==> config.mk <==
export PLATFORM = sky130hd
export DESIGN_NAME = wb_arbiter
export DESIGN_NICKNAME = d
export VERILOG_FILES = /design/src/rtl/wb_arbiter.sv
export SDC_FILE = /design/constraint.sdc
export NUM_CORES = 1
export LEC_CHECK = 0
export CORE_MARGIN = 5
export CORE_UTILIZATION = 48
export CTS_BUF_LIST = sky130_fd_sc_hd__clkbuf_4 sky130_fd_sc_hd__clkbuf_8
export CTS_CLUSTER_SIZE = 14
export DETAILED_ROUTE_END_ITERATION = 10
export GPL_TIMING_DRIVEN = 0
export HOLD_SLACK_MARGIN = 0.1
export PLACE_DENSITY = 0.84
export SLEW_MARGIN = 20
export SYNTH_ARGS = -nofsm -noshare
export SYNTH_HDL_FRONTEND = slang
export SYNTH_SLANG_ARGS = --single-unit
==> constraint.sdc <==
create_clock -name clk -period 4 [get_ports clk]
set_input_delay 0.6 -clock clk [delete_from_list [all_inputs] [get_ports clk]]
set_output_delay 0.6 -clock clk [all_outputs]
set_load 0.02 [all_outputs]
==> src/rtl/wb_arbiter.sv <==
// Write-back arbiter: two one-entry holding registers feeding the single
// register-file write port with round-robin grants and a decode pending check.
module wb_arbiter #(
  parameter int ADDR_W = 5,
  parameter int DATA_W = 32
) (
  input  logic              clk,
  input  logic              rst,
  input  logic              flush,
  input  logic              s0_valid,
  input  logic [ADDR_W-1:0] s0_addr,
  input  logic [DATA_W-1:0] s0_data,
  output logic              s0_ready,
  input  logic              s1_valid,
  input  logic [ADDR_W-1:0] s1_addr,
  input  logic [DATA_W-1:0] s1_data,
  output logic              s1_ready,
  output logic              w_req,
  output logic [ADDR_W-1:0] w_addr,
  output logic [DATA_W-1:0] w_data,
  input  logic [ADDR_W-1:0] q1_addr,
  output logic              q1_pending,
  input  logic [ADDR_W-1:0] q2_addr,
  output logic              q2_pending
);

  logic              h0_vld_p0, h1_vld_p0;
  logic [ADDR_W-1:0] h0_addr_p0, h1_addr_p0;
  logic [DATA_W-1:0] h0_data_p0, h1_data_p0;
  logic              last_grant;
  logic              cand0;
  logic              grant0, grant1;
  logic              xfer0, xfer1;

  function automatic logic pending_hit(input logic [ADDR_W-1:0] q);
    return (q != '0) &&
           ((h0_vld_p0 && (h0_addr_p0 == q)) ||
            (h1_vld_p0 && (h1_addr_p0 == q)) ||
            (w_req && (w_addr == q)));
  endfunction

  // Arbitration over held entries; last_grant==1 means source 0 wins a tie.
  always_comb begin
    grant0 = 1'b0;
    grant1 = 1'b0;
    cand0  = h0_vld_p0 && !flush;
    if (cand0 && h1_vld_p0) begin
      grant0 = last_grant;
      grant1 = !last_grant;
    end else begin
      grant0 = cand0;
      grant1 = h1_vld_p0;
    end
  end

  assign s0_ready   = !rst && !flush && (!h0_vld_p0 || grant0);
  assign s1_ready   = !rst && (!h1_vld_p0 || grant1);
  assign xfer0      = s0_valid && s0_ready;
  assign xfer1      = s1_valid && s1_ready;
  assign q1_pending = !rst && pending_hit(q1_addr);
  assign q2_pending = !rst && pending_hit(q2_addr);

  // Stage p0: holding registers (valid bits reset, payload free-running)
  always_ff @(posedge clk) begin
    if (rst) begin
      h0_vld_p0 <= 1'b0;
      h1_vld_p0 <= 1'b0;
    end else begin
      if (flush)
        h0_vld_p0 <= 1'b0;
      else if (xfer0 && (s0_addr != '0))
        h0_vld_p0 <= 1'b1;
      else if (grant0)
        h0_vld_p0 <= 1'b0;

      if (xfer1 && (s1_addr != '0))
        h1_vld_p0 <= 1'b1;
      else if (grant1)
        h1_vld_p0 <= 1'b0;
    end
  end

  always_ff @(posedge clk) begin
    if (xfer0 && (s0_addr != '0)) begin
      h0_addr_p0 <= s0_addr;
      h0_data_p0 <= s0_data;
    end
    if (xfer1 && (s1_addr != '0)) begin
      h1_addr_p0 <= s1_addr;
      h1_data_p0 <= s1_data;
    end
  end

  // Stage p1: registered write port
  always_ff @(posedge clk) begin
    if (rst) begin
      w_req      <= 1'b0;
      w_addr     <= '0;
      w_data     <= '0;
      last_grant <= 1'b1;
    end else if (grant0) begin
      w_req      <= 1'b1;
      w_addr     <= h0_addr_p0;
      w_data     <= h0_data_p0;
      last_grant <= 1'b0;
    end else if (grant1) begin
      w_req      <= 1'b1;
      w_addr     <= h1_addr_p0;
      w_data     <= h1_data_p0;
      last_grant <= 1'b1;
    end else begin
      w_req      <= 1'b0;
    end
  end

endmodule

==> results by group, run 1 <==
Logic synthesis
  – Synthesized net count: about 400
  – Synthesized instance count: between 300 and 400
  – Largest family of logic cells by synthesized area: multiplexers
  – Register area share after synthesis: 69.8%
  – Largest area contributor in the netlist: edfxtp_1
  – Compound-Gate Fraction of Synth Area: slightly below 6%
  – Synth Area in Simple Gates: ~7.3%
  – Post-synthesis mux area share: under 10%
  – Area share of fa/ha/maj cells after synthesis: 0%
  – Unique masters post-synth: 33
  – Largest cells by area after synthesis: edfxtp_1, dfxtp_1, mux2i_1
  – Mapped Area: 4360 um2
  – Avg Cell Area, Syn: about 14 um2
  – Post-synth top area share: between 50% and 60%
  – Total number of yosys warnings: 0
  – Yosys reg bits: 115
  – Post-synthesis xor/xnor area fraction: 6.03%

Place
  – # port buffers: around 130
  – Post-placement cell count: around 550
  – GP Congestion: ~0.93
  – Dpl hpwl: around 7400 um

Cells and area
  – Multi-input gate area: ~1200 um2
  – Nets: 546
  – Most common cell after layout, fill and taps aside: clkdlybuf4s50_1
  – Fillers: 640
  – Layout area overhead: 43.7%
  – Fin cells: about 580
  – Register area: 3040 um2
  – Ant diodes: 0
  – Most frequent cells in the layout: clkdlybuf4s50_1, edfxtp_1, dfxtp_1
  – Final core occ: a little under three quarters
  – Share of cells above drive strength 1: around 11%

Drt
  – Via count: a little under 3000
  – Via density: 5.09
  – Max layer used: met4
  – Antenna viol nets, final: 0
  – Wire length on met2: around 5400 um
  – 1st-pass router iterations: 4
  – Met3 wire len: ~730 um
  – WL/cell: roughly 18 um
  – Remaining DRCs: 0
  – Final WL: between 10000 and 15000 um
  – Initial detailed-routing violation count: 112
  – WL met1: 4150 um

Pwr
  – Pwr Density: ~450 nW/um2
  – Overall Power: about 2.8 mW
  – P_leak: about 2.1 nW
  – Worst vdd ir: 0.260 mV

CTS
  – Clock sinks: around 120
  – Worst-Skew Late Latency: about 0.4 ns
  – CTS root buf: clkbuf_8
  – Clock Pin Slew Worst Setup and Hold Paths: 0.07 ns
  – Post CTS Setup Buffer Count: 0
  – Post-cts resize count: 0
  – CTS Buf Count: 17
  – TritonCTS clock tree: yes
  – H-tree depth: 4
  – Cts hold-fix bufs: 0
  – CTS max path bufs: 2

Critical path
  – R2R depth: 5
  – CP endpoint kind: primary output
  – CP required: about 3.4 ns
  – Worst path depth: 6
  – Crit path arrival time: 2.73 ns
  – Last element of the critical path: q2_pending
  – Critical path class: in2out
  – FF-to-FF Start: h1_vld_p0
  – Cells along the critical path: clkdlybuf4s50_1 -> xor2_1 -> nor4_1 -> nand3_1 -> a311oi_1 -> clkdlybuf4s50_1
  – Critical path origin: q2_addr[1]
  – R2r setup slk: around 2.0 ns
  – Slowest Stage Delay on Critical Path: between 0.6 and 0.7 ns
  – CP max-delay cell: clkdlybuf4s50_1
  – CP bufs+invs: 2
  – CP most frequent cell: clkdlybuf4s50_1
  – Crit path max-delay family: buffers and inverters
  – Critical R2R Capture: h0_data_p0[23]
  – Startpoint Class: primary input
  – Critical Path Fanout Max: 4

STA
  – Hold Vio Cnt, Final: 0
  – Skew final: ~0.012 ns
  – Final period utilization: 83.2%
  – Period minus WS final: approximately 3.3 ns
  – Slew headroom: 60.2%
  – Endpoints failing setup: 0
  – Tightest hold margin: 0.448 ns
  – Worst-Margin Slew: slightly below 0.6 ns
  – Slew Limit Fails: 0
  – Fin Setup TNS: 0 ns
  – Max Clk Rate: about 300 MHz
  – RSZ-0062 raised after global routing: false

Hold path
  – Hold crit path type: reg2reg

Run
  – Max_cap viols: 0

Floorplan
  – Io pins: around 130
  – Initial Util: 49.5%
  – Die X-Extent: between 100 and 150 um
  – Cell Rows: 34
  – Die extent in y: around 110 um
  – Die footprint: roughly 11000 um2
  – Core Area: 8810 um2

Global routing
  – GRT Total Usage: 19.2%
  – Vias in the first global route: between 3000 and 4000
  – Initial antenna violation count: 0
  – Global-route wire length before repair: roughly 16000 um
  – Largest net degree at the start of global routing: 26
  – GRT overflow: 0

Outcome
  – Status: completed
metrics by stage:
| stage | setup slack, ns | cell area [um2] |
|---|---|---|
| global placement | -0.559 | 5790 |
| global route | 0.507 | 6270 |
| finish | 0.670 | 6270 |
| floorplan | 0.545 | 4360 |
| CTS | 0.656 | 6270 |
| detailed placement | 0.660 | 5840 |
cell usage after synthesis:
master	number
dfxtp_1	41
nand3_1	7
buf_8	2
or3_1	1
xor2_1	24
nor4_1	6
a31oi_1	1
nor2_1	3
o21ai_0	17
nand2_1	37
nand2b_1	1
o21a_1	1
o311a_1	1
o21bai_1	1
mux2i_1	37
or4_1	3
and2b_1	1
a21boi_0	1
a211o_1	1
nor2b_4	1
nor2_4	1
buf_2	6
buf_4	2
nor2b_1	2
edfxtp_1	74
clkbuf_1	1
nor3_4	1
o21ai_1	21
a311oi_1	2
a21oi_1	1
xnor2_1	6
buf_6	2
inv_1	1
worst min-delay path: stages (launching register included):
cell,delay [ns]
dfxtp_1,0.31
nand2_1,0.05
o21ai_1,0.05
state kept, by name, summed over array words and instances (netlist names):
name and flops:
h0_data_p0 32, h1_data_p0 32, h1_vld_p0 1, h0_addr_p0 5, w_addr 5, h1_addr_p0 5
w_req 1, h0_vld_p0 1, w_data 32, last_grant 1
cells by family (layout without fill, tap and decap cells):
group                     Yosys count  after routing
muxes                              37             37
DFF                               115            115
xor gates and xnor gates           30             30
AOI/OAI and AO/OA                  47             47
buffers and inverters              14            177
and+or+nand+nor                    64             64
layout make-up:
class | count | share of cell area (%)
Inverter | 1 | 0.0599
Multi-Input combinational cell | 178 | 19.5
Clock buffer | 19 | 3.97
Clock inverter | 13 | 2.78
Tap cell | 108 | 2.16
Buffer | 13 | 1.62
Timing Repair Buffer | 131 | 21.4
Sequential cell | 115 | 48.6
where the power goes:
group          total, mW  switching (mW)  internal (mW)
combinational      0.284           0.126          0.159
clock               1.14           0.494          0.643
sequential          1.37          0.0323           1.34
total               2.79           0.652           2.14
metal layers:
metal  up-vias  track usage, %
li1       1418               -
met1      1413            22.4
met2       108            34.1
met3         4            6.30
met4         0            4.87
met5         -               0
worst min-delay path by stage:
stage,startpoint,end,depth (start not counted)
floorplan,h1_data_p0[15],w_data[15],2
global placement,w_data[2],w_data[2],2
detailed placement,w_data[30],w_data[30],2
CTS,rst,h1_vld_p0,2
global route,rst,h1_vld_p0,2
finish,w_data[17],w_data[17],2
(Power assumes the default switching activity.)
==> run 2: changes to the inputs <==
- CORE_UTILIZATION: 48 -> 44
- PLACE_DENSITY: 0.84 -> 0.82
- clock period: 4 -> 2.81 ns (I/O delays scaled with it)
==> run 2 against run 1 <==
Compared with the run above: core utilization is 6.3 points lower; worst setup slack worse by 0.48 ns; clock-buffer cell count is 1 lower; critical path type unchanged; sequential power is 42% higher; total power is 45% higher; largest power group unchanged; non-clock buffer count stayed put; first-iteration DRC count is 15% higher; die area is 8.2% higher; critical path depth stayed put; register-to-register slack worse by 1.2 ns; flip-flop and latch count stayed put; clock skew is 0.0014 ns lower.
==> results by group, run 2 (synthesized netlist as in run 1, its figures left out) <==
Global routing
  – Initial antenna violation count: 0 (unchanged)
  – Largest net degree at the start of global routing: 25 (-3.8%)
  – GRT overflow: 0 (unchanged)
  – Vias in the first global route: 3191 (-1.8%)
  – Global-route wire length before repair: 15300 um (-7.0%)
  – GRT Total Usage: 17.2% (-2.0 points)

Pwr
  – Combinational share of power: 9.9% (-0.3 points)
  – Worst vdd ir: 0.351 mV (+35%)
  – P_leak: 2.16 nW (+0.67%)
  – Psw: 0.915 mW (+40%)
  – Overall Power: 4.04 mW (+45%)
  – Flop pwr share: 48.1% (-0.9 points)
  – Sw frac: 22.6% (-0.74 points)
  – Internal Power: 3.13 mW (+46%)
  – Pwr Density: 641 nW/um2 (+44%)
  – Clk network pwr share: 42.0% (+1.2 points)

CTS
  – Clock Pin Slew Worst Setup and Hold Paths: 0.07 ns (about the same)
  – CTS root buf: clkbuf_8
  – H-tree depth: 4 (unchanged)
  – Worst-Skew Late Latency: 0.41 ns (about the same)
  – TritonCTS clock tree: yes
  – Post CTS Setup Buffer Count: 0 (unchanged)
  – Clock sinks: 115 (unchanged)
  – CTS max path bufs: 2 (unchanged)
  – CTS Buf Count: 17 (unchanged)

Critical path
  – CP bufs+invs: 2 (unchanged)
  – CP max-delay cell: clkdlybuf4s50_1
  – Critical path class: in2out
  – Cells along the critical path: clkdlybuf4s50_1 -> xor2_1 -> nor4_1 -> nand3_1 -> a311oi_1 -> dlygate4sd2_1
  – Startpoint Class: primary input
  – Crit path arrival time: 2.20 ns (-0.53 ns)
  – CP required: 2.39 ns (-1.01 ns)
  – Crit path max-delay family: buffers and inverters
  – Slowest Stage Delay on Critical Path: 0.53 ns (-0.11 ns)
  – CP endpoint kind: primary output
  – Critical Path Fanout Max: 4 (unchanged)

Floorplan
  – Core Area: 9730 um2 (+10%)
  – Die X-Extent: 110 um (+4.0%)
  – Die footprint: 12000 um2 (+8.2%)
  – Die extent in y: 110 um (+4.0%)
  – Io pins: 131 (unchanged)
  – Cell Rows: 36 (+5.9%)
  – Initial Util: 44.8% (-4.7 points)

Drt
  – Remaining DRCs: 0 (unchanged)
  – Antenna viol nets, final: 0 (unchanged)
  – WL met1: 3560 um (-14%)
  – Initial detailed-routing violation count: 129 (+15%)
  – Via density: 4.88 (-4.2%)
  – Final WL: 9970 um (-3.1%)
  – Max layer used: met4
  – Via count: 2941 (-0.068%)
  – Wire length on met2: 5410 um (+0.61%)
  – WL/cell: 16.5 um (-7.1%)
  – Met3 wire len: 673 um (-7.3%)
  – 1st-pass router iterations: 4 (unchanged)

STA
  – Slew Limit Fails: 0 (unchanged)
  – Skew final: 0.0103 ns (-0.00143 ns)
  – Final period utilization: approximately 93%
  – Max Clk Rate: between 300 and 400 MHz
  – Worst-Margin Slew: 0.478 ns (-0.118 ns)
  – Fin Setup TNS: 0 ns (unchanged)
  – Endpoints failing setup: 0 (unchanged)
  – Final setup margin: 0.186 ns (-0.484 ns)
  – Hold Vio Cnt, Final: 0 (unchanged)
  – Period minus WS final: around 2.6 ns
  – Slew headroom: 68.1% (+7.9 points)
  – RSZ-0062 raised after global routing: false

Hold path
  – Hold crit path type: in2reg

Place
  – Placement Setup Slack: -0.145 ns (-0.806 ns)
  – Dpl hpwl: 7420 um (-0.34%)
  – GP Congestion: 0.891 (-4.1%)
  – # port buffers: 129 (unchanged)

Cells and area
  – Largest regs: h0_data_p0 (32), h1_data_p0 (32), w_data (32)
  – Nets: 546 (unchanged)
  – Most frequent cells in the layout: clkdlybuf4s50_1, edfxtp_1, dfxtp_1
  – Share of cells above drive strength 1: 11.1% (+0.21 points)
  – Layout area overhead: 44.7%
  – Final core occ: 64.8% (-6.3 points)
  – Most common cell after layout, fill and taps aside: clkdlybuf4s50_1
  – Ant diodes: 0 (unchanged)

Outcome
  – Status: completed

Run
  – Max_cap viols: 0 (unchanged)
==> run 2: per-layer routing <==
metal	GRT usage, %	vias to the layer above
li1	-	1426
met1	17.7	1374
met2	31.9	115
met3	5.17	26
met4	7.93	0
met5	0	-
==> run 2: power groups by stage <==
stage	logic, mW	registers (mW)	clock network [mW]
after floorplan	0.121	2.01	0
after global placement	0.385	1.98	0
after detailed placement	0.402	1.98	0
after CTS	0.405	1.95	1.73
after global routing	0.427	1.96	1.80
final	0.399	1.94	1.70
==> run 2: final cells by class <==
class,count,area [um2]
Clock inverter,14,200
Multi-Input combinational cell,178,1220
Tap cell,133,166
Inverter,1,3.75
Sequential cell,115,3040
Fill cell,759,3420
Clock buffer,18,248
Timing Repair Buffer,131,1330
Buffer,13,101
==> run 2: final timing paths <==
path | to | start | depth (start not counted) | slack [ns]
setup reg to reg | h0_data_p0[1] | h1_vld_p0 | 5 | 0.84
hold reg to reg | w_data[25] | w_data[25] | 2 | 0.45
setup / recovery | q2_pending | q2_addr[1] | 6 | 0.19
hold / removal | h1_vld_p0 | rst | 2 | 0.26
==> run 2: stage by stage <==
stage / instance area (um2) / hold slack [ns] / cells
floorplan: 4360 / 0.482 / 307
global placement: 5820 / 0.436 / 569
detailed placement: 5870 / 0.442 / 571
CTS: 6310 / 0.236 / 603
global route: 6310 / 0.248 / 603
finish: 6310 / 0.262 / 603
==> run 2: repair_timing <==
action	4_1_cts	5_1_grt
hold buffers	0	0
setup endpoints to repair	2	1
resized for setup	2	3
